==> config.mk <==
export PLATFORM = sky130hd
export DESIGN_NAME = frame_sched_ctrl_flat
export DESIGN_NICKNAME = d
export VERILOG_FILES = /design/src/rtl/frame_sched_ctrl_pkg.sv /design/src/rtl/frame_sched_ctrl_if.sv /design/src/rtl/frame_sched_ctrl_sat_counter.sv /design/src/rtl/frame_sched_ctrl.sv /design/src/flat_wrapper.sv
export SDC_FILE = /design/constraint.sdc
export NUM_CORES = 1
export LEC_CHECK = 0
export BUFFER_PORTS_ARGS = -buffer_cell sky130_fd_sc_hd__buf_2
export CAP_MARGIN = 5
export CELL_PAD_IN_SITES_DETAIL_PLACEMENT = 1
export CELL_PAD_IN_SITES_GLOBAL_PLACEMENT = 2
export CORE_MARGIN = 2
export CORE_UTILIZATION = 36
export CTS_BUF_LIST = sky130_fd_sc_hd__clkbuf_2 sky130_fd_sc_hd__clkbuf_4 sky130_fd_sc_hd__clkbuf_8
export DETAILED_ROUTE_END_ITERATION = 10
export PLACE_DENSITY = 0.91
export SETUP_SLACK_MARGIN = 0.1
export SLEW_MARGIN = 5
export SYNTH_ARGS = -nofsm -noshare
export SYNTH_HDL_FRONTEND = slang
export SYNTH_SLANG_ARGS = --single-unit
export TNS_END_PERCENT = 10
==> constraint.sdc <==
create_clock -name clk -period 2.8 [get_ports clk]
set_input_delay 0.14 -clock clk [delete_from_list [all_inputs] [get_ports clk]]
set_output_delay 0.14 -clock clk [all_outputs]
set_load 0.02 [all_outputs]
==> src/rtl/frame_sched_ctrl_pkg.sv <==
// Shared constants, state encoding and result record for the LeNet frame path.
// Imported by the scheduler interface, top and bench.
package lenet_pipe_pkg;

  localparam int OUT_W     = 32;
  localparam int OUT_H_PAD = 32;
  localparam int FRAME_PIX = OUT_W * OUT_H_PAD;

  localparam int TAG_W = 4;
  localparam int CLS_W = 4;
  localparam int PC_W  = 11;

  localparam logic [2:0] S_IDLE = 3'd0;
  localparam logic [2:0] S_SWAP = 3'd1;
  localparam logic [2:0] S_RUN  = 3'd2;
  localparam logic [2:0] S_KICK = 3'd3;
  localparam logic [2:0] S_CNN  = 3'd4;

  typedef enum logic [2:0] {
    IDLE = S_IDLE,
    SWAP = S_SWAP,
    RUN  = S_RUN,
    KICK = S_KICK,
    CNN  = S_CNN
  } state_t;

  typedef struct packed {
    logic [CLS_W-1:0] cls;
    logic [TAG_W-1:0] tag;
  } result_t;

  function automatic logic [PC_W-1:0] pc_sat_inc(input logic [PC_W-1:0] v);
    return (&v) ? v : v + 1'b1;
  endfunction

endpackage

==> src/rtl/frame_sched_ctrl_if.sv <==
// Signal bundle between the frame scheduler and its neighbours (camera writer,
// core reader, CNN engine). slave = scheduler side, master = environment side.
interface frame_sched_ctrl_if #(
  parameter int CW = 16
);
  import lenet_pipe_pkg::*;

  logic             wr_frame_done;
  logic [TAG_W-1:0] image_num_in;
  logic             q_valid;
  logic             q_frame_last;
  logic             cnn_ready;
  logic             cnn_done;
  logic [CLS_W-1:0] cnn_class;

  logic             wr_bank;
  logic             rd_bank;
  logic             core_start;
  logic [TAG_W-1:0] image_num_core;
  logic             cnn_start;
  logic             result_valid;
  logic [CLS_W-1:0] result_class;
  logic [TAG_W-1:0] result_tag;
  logic             busy;
  logic [CW-1:0]    frame_cnt;
  logic [CW-1:0]    drop_cnt;
  logic             len_err;
  logic             wdog_err;

  modport slave (
    input  wr_frame_done, image_num_in, q_valid, q_frame_last,
           cnn_ready, cnn_done, cnn_class,
    output wr_bank, rd_bank, core_start, image_num_core, cnn_start,
           result_valid, result_class, result_tag, busy,
           frame_cnt, drop_cnt, len_err, wdog_err
  );

  modport master (
    output wr_frame_done, image_num_in, q_valid, q_frame_last,
           cnn_ready, cnn_done, cnn_class,
    input  wr_bank, rd_bank, core_start, image_num_core, cnn_start,
           result_valid, result_class, result_tag, busy,
           frame_cnt, drop_cnt, len_err, wdog_err
  );

endinterface

==> src/rtl/frame_sched_ctrl_sat_counter.sv <==
// Saturating up-counter with synchronous clear; holds at all-ones instead of wrapping.
module sat_counter #(
  parameter int W = 16
) (
  input  logic         clk,
  input  logic         srst,
  input  logic         clear,
  input  logic         inc,
  output logic [W-1:0] count
);

  logic [W-1:0] count_q;
  logic [W-1:0] count_d;

  always_comb begin
    count_d = count_q;
    if (clear) begin
      count_d = '0;
    end else if (inc && (count_q != {W{1'b1}})) begin
      count_d = count_q + 1'b1;
    end
  end

  always_ff @(posedge clk) begin
    if (srst) begin
      count_q <= '0;
    end else begin
      count_q <= count_d;
    end
  end

  assign count = count_q;

endmodule

==> src/rtl/frame_sched_ctrl.sv <==
// Frame scheduler: ping-pong bank select, core/CNN start sequencing, result latch.
// Optional RUN/CNN watchdog is built only when FRAME_SCHED_WDOG_EN is defined.
module frame_sched_ctrl #(
  parameter int FRAME_PIX = lenet_pipe_pkg::FRAME_PIX,
  parameter int FRAME_DIV = 1,
  parameter int CW        = 16,
  parameter int WDOG_CYC  = 400000
) (
  input  logic              clk,
  input  logic              srst,
  frame_sched_ctrl_if.slave bus
);
  import lenet_pipe_pkg::*;

  localparam int DW = (FRAME_DIV > 1) ? $clog2(FRAME_DIV) : 1;
  localparam logic [DW-1:0] DIV_LAST = DW'(FRAME_DIV - 1);
  localparam logic [PC_W:0] PIX_TARGET = (PC_W + 1)'(FRAME_PIX);

  if ((FRAME_DIV < 1) || (WDOG_CYC < 1)) begin : g_param_check
    $error("frame_sched_ctrl: FRAME_DIV and WDOG_CYC must be >= 1");
  end

  state_t           state_q, state_d;
  logic             wr_bank_q, wr_bank_d;
  logic             rd_bank_q, rd_bank_d;
  logic             core_start_q, core_start_d;
  logic             cnn_start_q, cnn_start_d;
  logic             result_valid_q, result_valid_d;
  result_t          result_q, result_d;
  logic [TAG_W-1:0] image_num_q, image_num_d;
  logic             len_err_q, len_err_d;
  logic             wdog_err_q, wdog_err_d;
  logic             busy_q, busy_d;
  logic [DW-1:0]    div_q, div_d;
  logic [PC_W-1:0]  pc_q, pc_d;
  logic             frame_inc;
  logic             drop_inc;
  logic             wd_fire;
  logic [CW-1:0]    frame_cnt;
  logic [CW-1:0]    drop_cnt;

`ifdef FRAME_SCHED_WDOG_EN
  localparam int WW = $clog2(WDOG_CYC + 1);
  logic          in_wd_state;
  logic [WW-1:0] wd_cnt;

  // Cleared in every other state, so entering RUN or CNN always starts from zero.
  assign in_wd_state = (state_q == RUN) || (state_q == CNN);

  sat_counter #(.W(WW)) u_wdog_cnt (
    .clk   (clk),
    .srst  (srst),
    .clear (!in_wd_state),
    .inc   (in_wd_state),
    .count (wd_cnt)
  );

  assign wd_fire = in_wd_state && (wd_cnt == WW'(WDOG_CYC - 1));
`else
  assign wd_fire = 1'b0;
`endif

  always_comb begin
    state_d        = state_q;
    wr_bank_d      = wr_bank_q;
    rd_bank_d      = rd_bank_q;
    core_start_d   = 1'b0;
    cnn_start_d    = 1'b0;
    result_valid_d = 1'b0;
    result_d       = result_q;
    image_num_d    = image_num_q;
    len_err_d      = len_err_q;
    wdog_err_d     = wdog_err_q;
    div_d          = div_q;
    pc_d           = pc_q;
    frame_inc      = 1'b0;
    drop_inc       = 1'b0;

    unique case (state_q)
      IDLE: begin
        if (bus.wr_frame_done) begin
          if (div_q == DIV_LAST) begin
            div_d = '0;
            if (bus.cnn_ready) begin
              wr_bank_d   = ~wr_bank_q;
              rd_bank_d   = wr_bank_q;
              image_num_d = bus.image_num_in;
              state_d     = SWAP;
            end else begin
              drop_inc = 1'b1;
            end
          end else begin
            div_d = div_q + 1'b1;
          end
        end
      end
      // core_start is registered here, so it appears two clocks after wr_frame_done.
      SWAP: begin
        core_start_d = 1'b1;
        pc_d         = '0;
        state_d      = RUN;
      end
      RUN: begin
        if (bus.q_valid) begin
          pc_d = pc_sat_inc(pc_q);
          if (bus.q_frame_last) begin
            if (({1'b0, pc_q} + 1'b1) != PIX_TARGET) begin
              len_err_d = 1'b1;
            end
            cnn_start_d = 1'b1;
            state_d     = KICK;
          end
        end
        if ((state_d == RUN) && wd_fire) begin
          wdog_err_d = 1'b1;
          drop_inc   = 1'b1;
          state_d    = IDLE;
        end
      end
      KICK: begin
        state_d = CNN;
      end
      CNN: begin
        if (bus.cnn_done) begin
          result_d.cls   = bus.cnn_class;
          result_d.tag   = image_num_q;
          result_valid_d = 1'b1;
          frame_inc      = 1'b1;
          state_d        = IDLE;
        end else if (wd_fire) begin
          wdog_err_d = 1'b1;
          drop_inc   = 1'b1;
          state_d    = IDLE;
        end
      end
      default: begin
        state_d = IDLE;
      end
    endcase

    // The writer keeps its bank whenever we are not idle, so the frame is lost.
    if (bus.wr_frame_done && (state_q != IDLE)) begin
      drop_inc = 1'b1;
    end

    busy_d = (state_d != IDLE);
  end

  always_ff @(posedge clk) begin
    if (srst) begin
      state_q        <= IDLE;
      wr_bank_q      <= 1'b0;
      rd_bank_q      <= 1'b1;
      core_start_q   <= 1'b0;
      cnn_start_q    <= 1'b0;
      result_valid_q <= 1'b0;
      result_q       <= '0;
      image_num_q    <= '0;
      len_err_q      <= 1'b0;
      wdog_err_q     <= 1'b0;
      busy_q         <= 1'b0;
      div_q          <= '0;
      pc_q           <= '0;
    end else begin
      state_q        <= state_d;
      wr_bank_q      <= wr_bank_d;
      rd_bank_q      <= rd_bank_d;
      core_start_q   <= core_start_d;
      cnn_start_q    <= cnn_start_d;
      result_valid_q <= result_valid_d;
      result_q       <= result_d;
      image_num_q    <= image_num_d;
      len_err_q      <= len_err_d;
      wdog_err_q     <= wdog_err_d;
      busy_q         <= busy_d;
      div_q          <= div_d;
      pc_q           <= pc_d;
    end
  end

  sat_counter #(.W(CW)) u_frame_cnt (
    .clk   (clk),
    .srst  (srst),
    .clear (1'b0),
    .inc   (frame_inc),
    .count (frame_cnt)
  );

  sat_counter #(.W(CW)) u_drop_cnt (
    .clk   (clk),
    .srst  (srst),
    .clear (1'b0),
    .inc   (drop_inc),
    .count (drop_cnt)
  );

  assign bus.wr_bank        = wr_bank_q;
  assign bus.rd_bank        = rd_bank_q;
  assign bus.core_start     = core_start_q;
  assign bus.image_num_core = image_num_q;
  assign bus.cnn_start      = cnn_start_q;
  assign bus.result_valid   = result_valid_q;
  assign bus.result_class   = result_q.cls;
  assign bus.result_tag     = result_q.tag;
  assign bus.busy           = busy_q;
  assign bus.frame_cnt      = frame_cnt;
  assign bus.drop_cnt       = drop_cnt;
  assign bus.len_err        = len_err_q;
  assign bus.wdog_err       = wdog_err_q;

endmodule

==> src/flat_wrapper.sv <==
// flat-port wrapper written by rule: the top's interface ports become plain ports
module frame_sched_ctrl_flat import lenet_pipe_pkg::*;
#(
  parameter int FRAME_PIX = lenet_pipe_pkg::FRAME_PIX,
  parameter int FRAME_DIV = 1,
  parameter int CW        = 16,
  parameter int WDOG_CYC  = 400000
)
  (clk, srst, bus_wr_frame_done, bus_image_num_in, bus_q_valid, bus_q_frame_last, bus_cnn_ready, bus_cnn_done, bus_cnn_class, bus_wr_bank, bus_rd_bank, bus_core_start, bus_image_num_core, bus_cnn_start, bus_result_valid, bus_result_class, bus_result_tag, bus_busy, bus_frame_cnt, bus_drop_cnt, bus_len_err, bus_wdog_err);
  frame_sched_ctrl_if #(.CW(CW)) bus_i ();
  input  logic clk;
  input  logic srst;
  input wire logic [$bits(bus_i.wr_frame_done)-1:0] bus_wr_frame_done;
  input wire logic [$bits(bus_i.image_num_in)-1:0] bus_image_num_in;
  input wire logic [$bits(bus_i.q_valid)-1:0] bus_q_valid;
  input wire logic [$bits(bus_i.q_frame_last)-1:0] bus_q_frame_last;
  input wire logic [$bits(bus_i.cnn_ready)-1:0] bus_cnn_ready;
  input wire logic [$bits(bus_i.cnn_done)-1:0] bus_cnn_done;
  input wire logic [$bits(bus_i.cnn_class)-1:0] bus_cnn_class;
  output wire logic [$bits(bus_i.wr_bank)-1:0] bus_wr_bank;
  output wire logic [$bits(bus_i.rd_bank)-1:0] bus_rd_bank;
  output wire logic [$bits(bus_i.core_start)-1:0] bus_core_start;
  output wire logic [$bits(bus_i.image_num_core)-1:0] bus_image_num_core;
  output wire logic [$bits(bus_i.cnn_start)-1:0] bus_cnn_start;
  output wire logic [$bits(bus_i.result_valid)-1:0] bus_result_valid;
  output wire logic [$bits(bus_i.result_class)-1:0] bus_result_class;
  output wire logic [$bits(bus_i.result_tag)-1:0] bus_result_tag;
  output wire logic [$bits(bus_i.busy)-1:0] bus_busy;
  output wire logic [$bits(bus_i.frame_cnt)-1:0] bus_frame_cnt;
  output wire logic [$bits(bus_i.drop_cnt)-1:0] bus_drop_cnt;
  output wire logic [$bits(bus_i.len_err)-1:0] bus_len_err;
  output wire logic [$bits(bus_i.wdog_err)-1:0] bus_wdog_err;
  assign bus_i.wr_frame_done = bus_wr_frame_done;
  assign bus_i.image_num_in = bus_image_num_in;
  assign bus_i.q_valid = bus_q_valid;
  assign bus_i.q_frame_last = bus_q_frame_last;
  assign bus_i.cnn_ready = bus_cnn_ready;
  assign bus_i.cnn_done = bus_cnn_done;
  assign bus_i.cnn_class = bus_cnn_class;
  assign bus_wr_bank = bus_i.wr_bank;
  assign bus_rd_bank = bus_i.rd_bank;
  assign bus_core_start = bus_i.core_start;
  assign bus_image_num_core = bus_i.image_num_core;
  assign bus_cnn_start = bus_i.cnn_start;
  assign bus_result_valid = bus_i.result_valid;
  assign bus_result_class = bus_i.result_class;
  assign bus_result_tag = bus_i.result_tag;
  assign bus_busy = bus_i.busy;
  assign bus_frame_cnt = bus_i.frame_cnt;
  assign bus_drop_cnt = bus_i.drop_cnt;
  assign bus_len_err = bus_i.len_err;
  assign bus_wdog_err = bus_i.wdog_err;
  frame_sched_ctrl #(.FRAME_PIX(FRAME_PIX), .FRAME_DIV(FRAME_DIV), .CW(CW), .WDOG_CYC(WDOG_CYC)) u_core (.clk(clk), .srst(srst), .bus(bus_i));
endmodule
==> metrics <==
wire length after detailed routing 8400 microns; TritonCTS clock tree yes; Final Net Count 450; count of unresolved DRC violations after routing 0; via count 2926; drt pass-1 iters 4; CP max stage cell sky130_fd_sc_hd__nand3_1; maximum number of buffers from clock root to sink 2; first-pass GRT wire length 14300 microns; via count normalized by instance count 5.39; least setup slack across all paths after layout 736 ps; Critical Path Max Stage Delay 610 ps; gpl congestion 0.832; drt wl/cell 15.5 microns; width of the die 97.4 microns; post-synth cell types 57; max-cap violation count 0; Max Clock Freq 485 MHz; Final Hold Viols 0; Detail Placement HPWL 6130 microns; Worst Hold Margin 29.0 ps; Period minus WS final 2060 ps; final sum of negative setup slack 0 ps; mapped cell area 0.00314 sq mm; final period utilization 0.737; Setup violations, final 0; clk slew on worst S/H paths 70 ps; Worst Path Max Fanout 15; global routing usage summed across all routing layers 0.185; TritonCTS sink count 65; Critical Path RT 3030 ps; number of standard cells after synthesis 372; post-placement worst setup slack 673 ps; switching share of power 0.246; synth-to-layout area growth 18.4%; violation count after the first detailed-routing iteration 71; Congestion Overflow GR 0; critical setup path kind reg -> reg; number of standard-cell rows in the floorplan 34; internal power component 1.40 mW; synth warn 0; result of the run finished clean; number of enable flip-flop cells after synthesis 0; mean instance size in the synthesized netlist 8.45 sq um; share of total power in combinational logic 0.066; share of final-layout standard cells stronger than drive strength 1 0.232; Synth Register Bits 65; via count of the first global-routing pass 2934; maximum number of pins on one net before global-route repair 34; Die Area 0.00949 sq mm; Clock Power Share 0.421; hold buffer count at cts 0; CTS root buffer sky130_fd_sc_hd__clkbuf_8; net count of the mapped netlist 390; switching power 458 uW; antenna violations before repair 0; maximum ir drop on the vdd rail 0.000239 V; number of diodes added for antenna fixing 0; post-layout utilization of the core 0.433; Post-Route Skew 7.62 ps; portion of total power attributed to sequential cells 0.513; kind of launch point of the worst setup path register; Design Power 1.86 mW; Setup crit end kind register; share of synthesized registers carrying an async set or reset 0; Placement Cell Area 0.00354 sq mm; Placed Instances 529; total core area 0.00859 sq mm; setup repair after global routing missed its margin no; final count of pins violating max slew 0; Leakage Power 1.35 nW; Finished Cell Area 0.00372 sq mm; Antenna Nets Post-Route 0; minimum setup slack among reg-to-reg paths 740 ps; Tightest Pin Transition 693 ps; total CTS buffers 9; power density normalized to cell area 500 mW/mm^2; part of the Yosys area used for sequential elements 0.414; crit-path cells nand3_1 > a21oi_1 > mux2i_1 > nor2_1; hold crit path type in -> reg; post-route insts no fill 543; number of port buffers 65; top_reg_cell synth sky130_fd_sc_hd__dfxtp_1; number of gates given a new drive strength after cts 0; number of buffers added for setup after CTS 0; H-Tree Depth 3; Starting Density 0.366; die outline height 97.4 microns; later-pin clock latency in the skew report 350 ps; Slew HR 0.535; num ports 67; arrival time at the worst endpoint 2300 ps
-- sequential cells by signal, summed over array words and instances (netlist names), 3 cells and up --
| register | count |
|---|---|
| u_core.bus.image_num_core | 4 |
| u_core.bus.result_class | 4 |
| u_core.bus.result_tag | 4 |
| u_core.pc_q | 11 |
| u_core.state_q | 3 |
| u_core.u_drop_cnt.count | 16 |
| u_core.u_frame_cnt.count | 16 |
-- final cells by class --
type,instances,area (sq um)
sequential,65,1300
tap,108,135
clock inverter,4,45.0
timing repair buffer,68,348
multi-input combinational,281,1730
clock buffer,10,138
inverter,7,26.3
fill,1070,4870
-- cells in the mapped netlist (all sizes together), types with 3 or more instances --
master	n	share of area
and2	5	0.010
nand3	26	0.043
ha	3	0.012
nor2	38	0.045
nor4	4	0.0080
a31oi	8	0.016
dfxtp	65	0.41
nand2	43	0.053
buf	9	0.016
a211oi	8	0.021
and4	3	0.0084
or3	7	0.016
a2111oi	3	0.014
clkbuf	10	0.012
xor2	4	0.011
mux2i	3	0.0096
xnor2	25	0.070
nand4	14	0.030
a21oi	31	0.049
nor3	15	0.025
o21ai	10	0.020
inv	7	0.0084
and3	3	0.0060
-- critical path: cells and delay by family (launching register included) --
kind | cells | cell delay [ps]
AND/OR/NAND/NOR | 2 | 660
AO/OA/AOI/OAI | 1 | 460
flip-flops | 1 | 600
multiplexers | 1 | 220
-- layout by cell type, fill, tap and decap left out, types with 9 or more instances in the layout --
cell type,Yosys,routed
sky130_fd_sc_hd__nor3_1,14,14
sky130_fd_sc_hd__nand2_1,41,41
sky130_fd_sc_hd__a21oi_1,31,31
sky130_fd_sc_hd__o21ai_0,9,9
sky130_fd_sc_hd__nand3_1,25,25
sky130_fd_sc_hd__buf_2,5,65
sky130_fd_sc_hd__nor2_1,38,38
sky130_fd_sc_hd__xnor2_1,25,25
sky130_fd_sc_hd__clkbuf_8,0,10
sky130_fd_sc_hd__nand4_1,13,13
sky130_fd_sc_hd__dfxtp_1,65,65
-- power groups by stage --
| stage | sequential, mW | clock [mW] | combinational (mW) |
|---|---|---|---|
| floorplan | 0.982 | 0 | 0.0751 |
| global placement | 0.974 | 0 | 0.122 |
| detailed placement | 0.976 | 0 | 0.125 |
| CTS | 0.954 | 0.804 | 0.126 |
| global route | 0.956 | 0.847 | 0.137 |
| finish | 0.954 | 0.783 | 0.123 |
-- layer usage --
metal / part of all wire / track usage / vias up / routed length (microns)
li1: - / - / 1454 / -
met1: 0.47 / 0.243 / 1420 / 3960
met2: 0.48 / 0.298 / 44 / 4040
met3: 0.033 / 0.0432 / 8 / 277
met4: 0.014 / 0.0673 / 0 / 119
met5: 0 / 0 / - / 0
-- kinds of logic (layout without fill, tap and decap cells) --
group,after synthesis,in the layout,share of synthesized area
flip-flops,65,65,0.414
buffers and inverters,26,89,0.0366
AO/OA/AOI/OAI,73,73,0.157
adder cells (fa/ha/maj),3,3,0.0119
XOR/XNOR,29,29,0.0808
multiplexers,4,4,0.0131
other,1,1,0.00119
AND/OR/NAND/NOR,171,171,0.285
-- path summary, 6_finish.rpt --
check                                           from                                  endpoint  cells past startpoint
max                     u_core.state_q[2]$_SDFF_PP0_  u_core.u_frame_cnt.count[1]$_SDFFE_PP0P_                      4
min                                 bus_cnn_class[0]   u_core.bus.result_class[0]$_SDFFE_PP0P_                      3
max reg2reg             u_core.state_q[2]$_SDFF_PP0_  u_core.u_frame_cnt.count[1]$_SDFFE_PP0P_                      4
min reg2reg  u_core.bus.result_class[3]$_SDFFE_PP0P_   u_core.bus.result_class[3]$_SDFFE_PP0P_                      2
Note: power is estimated with default switching activity, not from simulation.
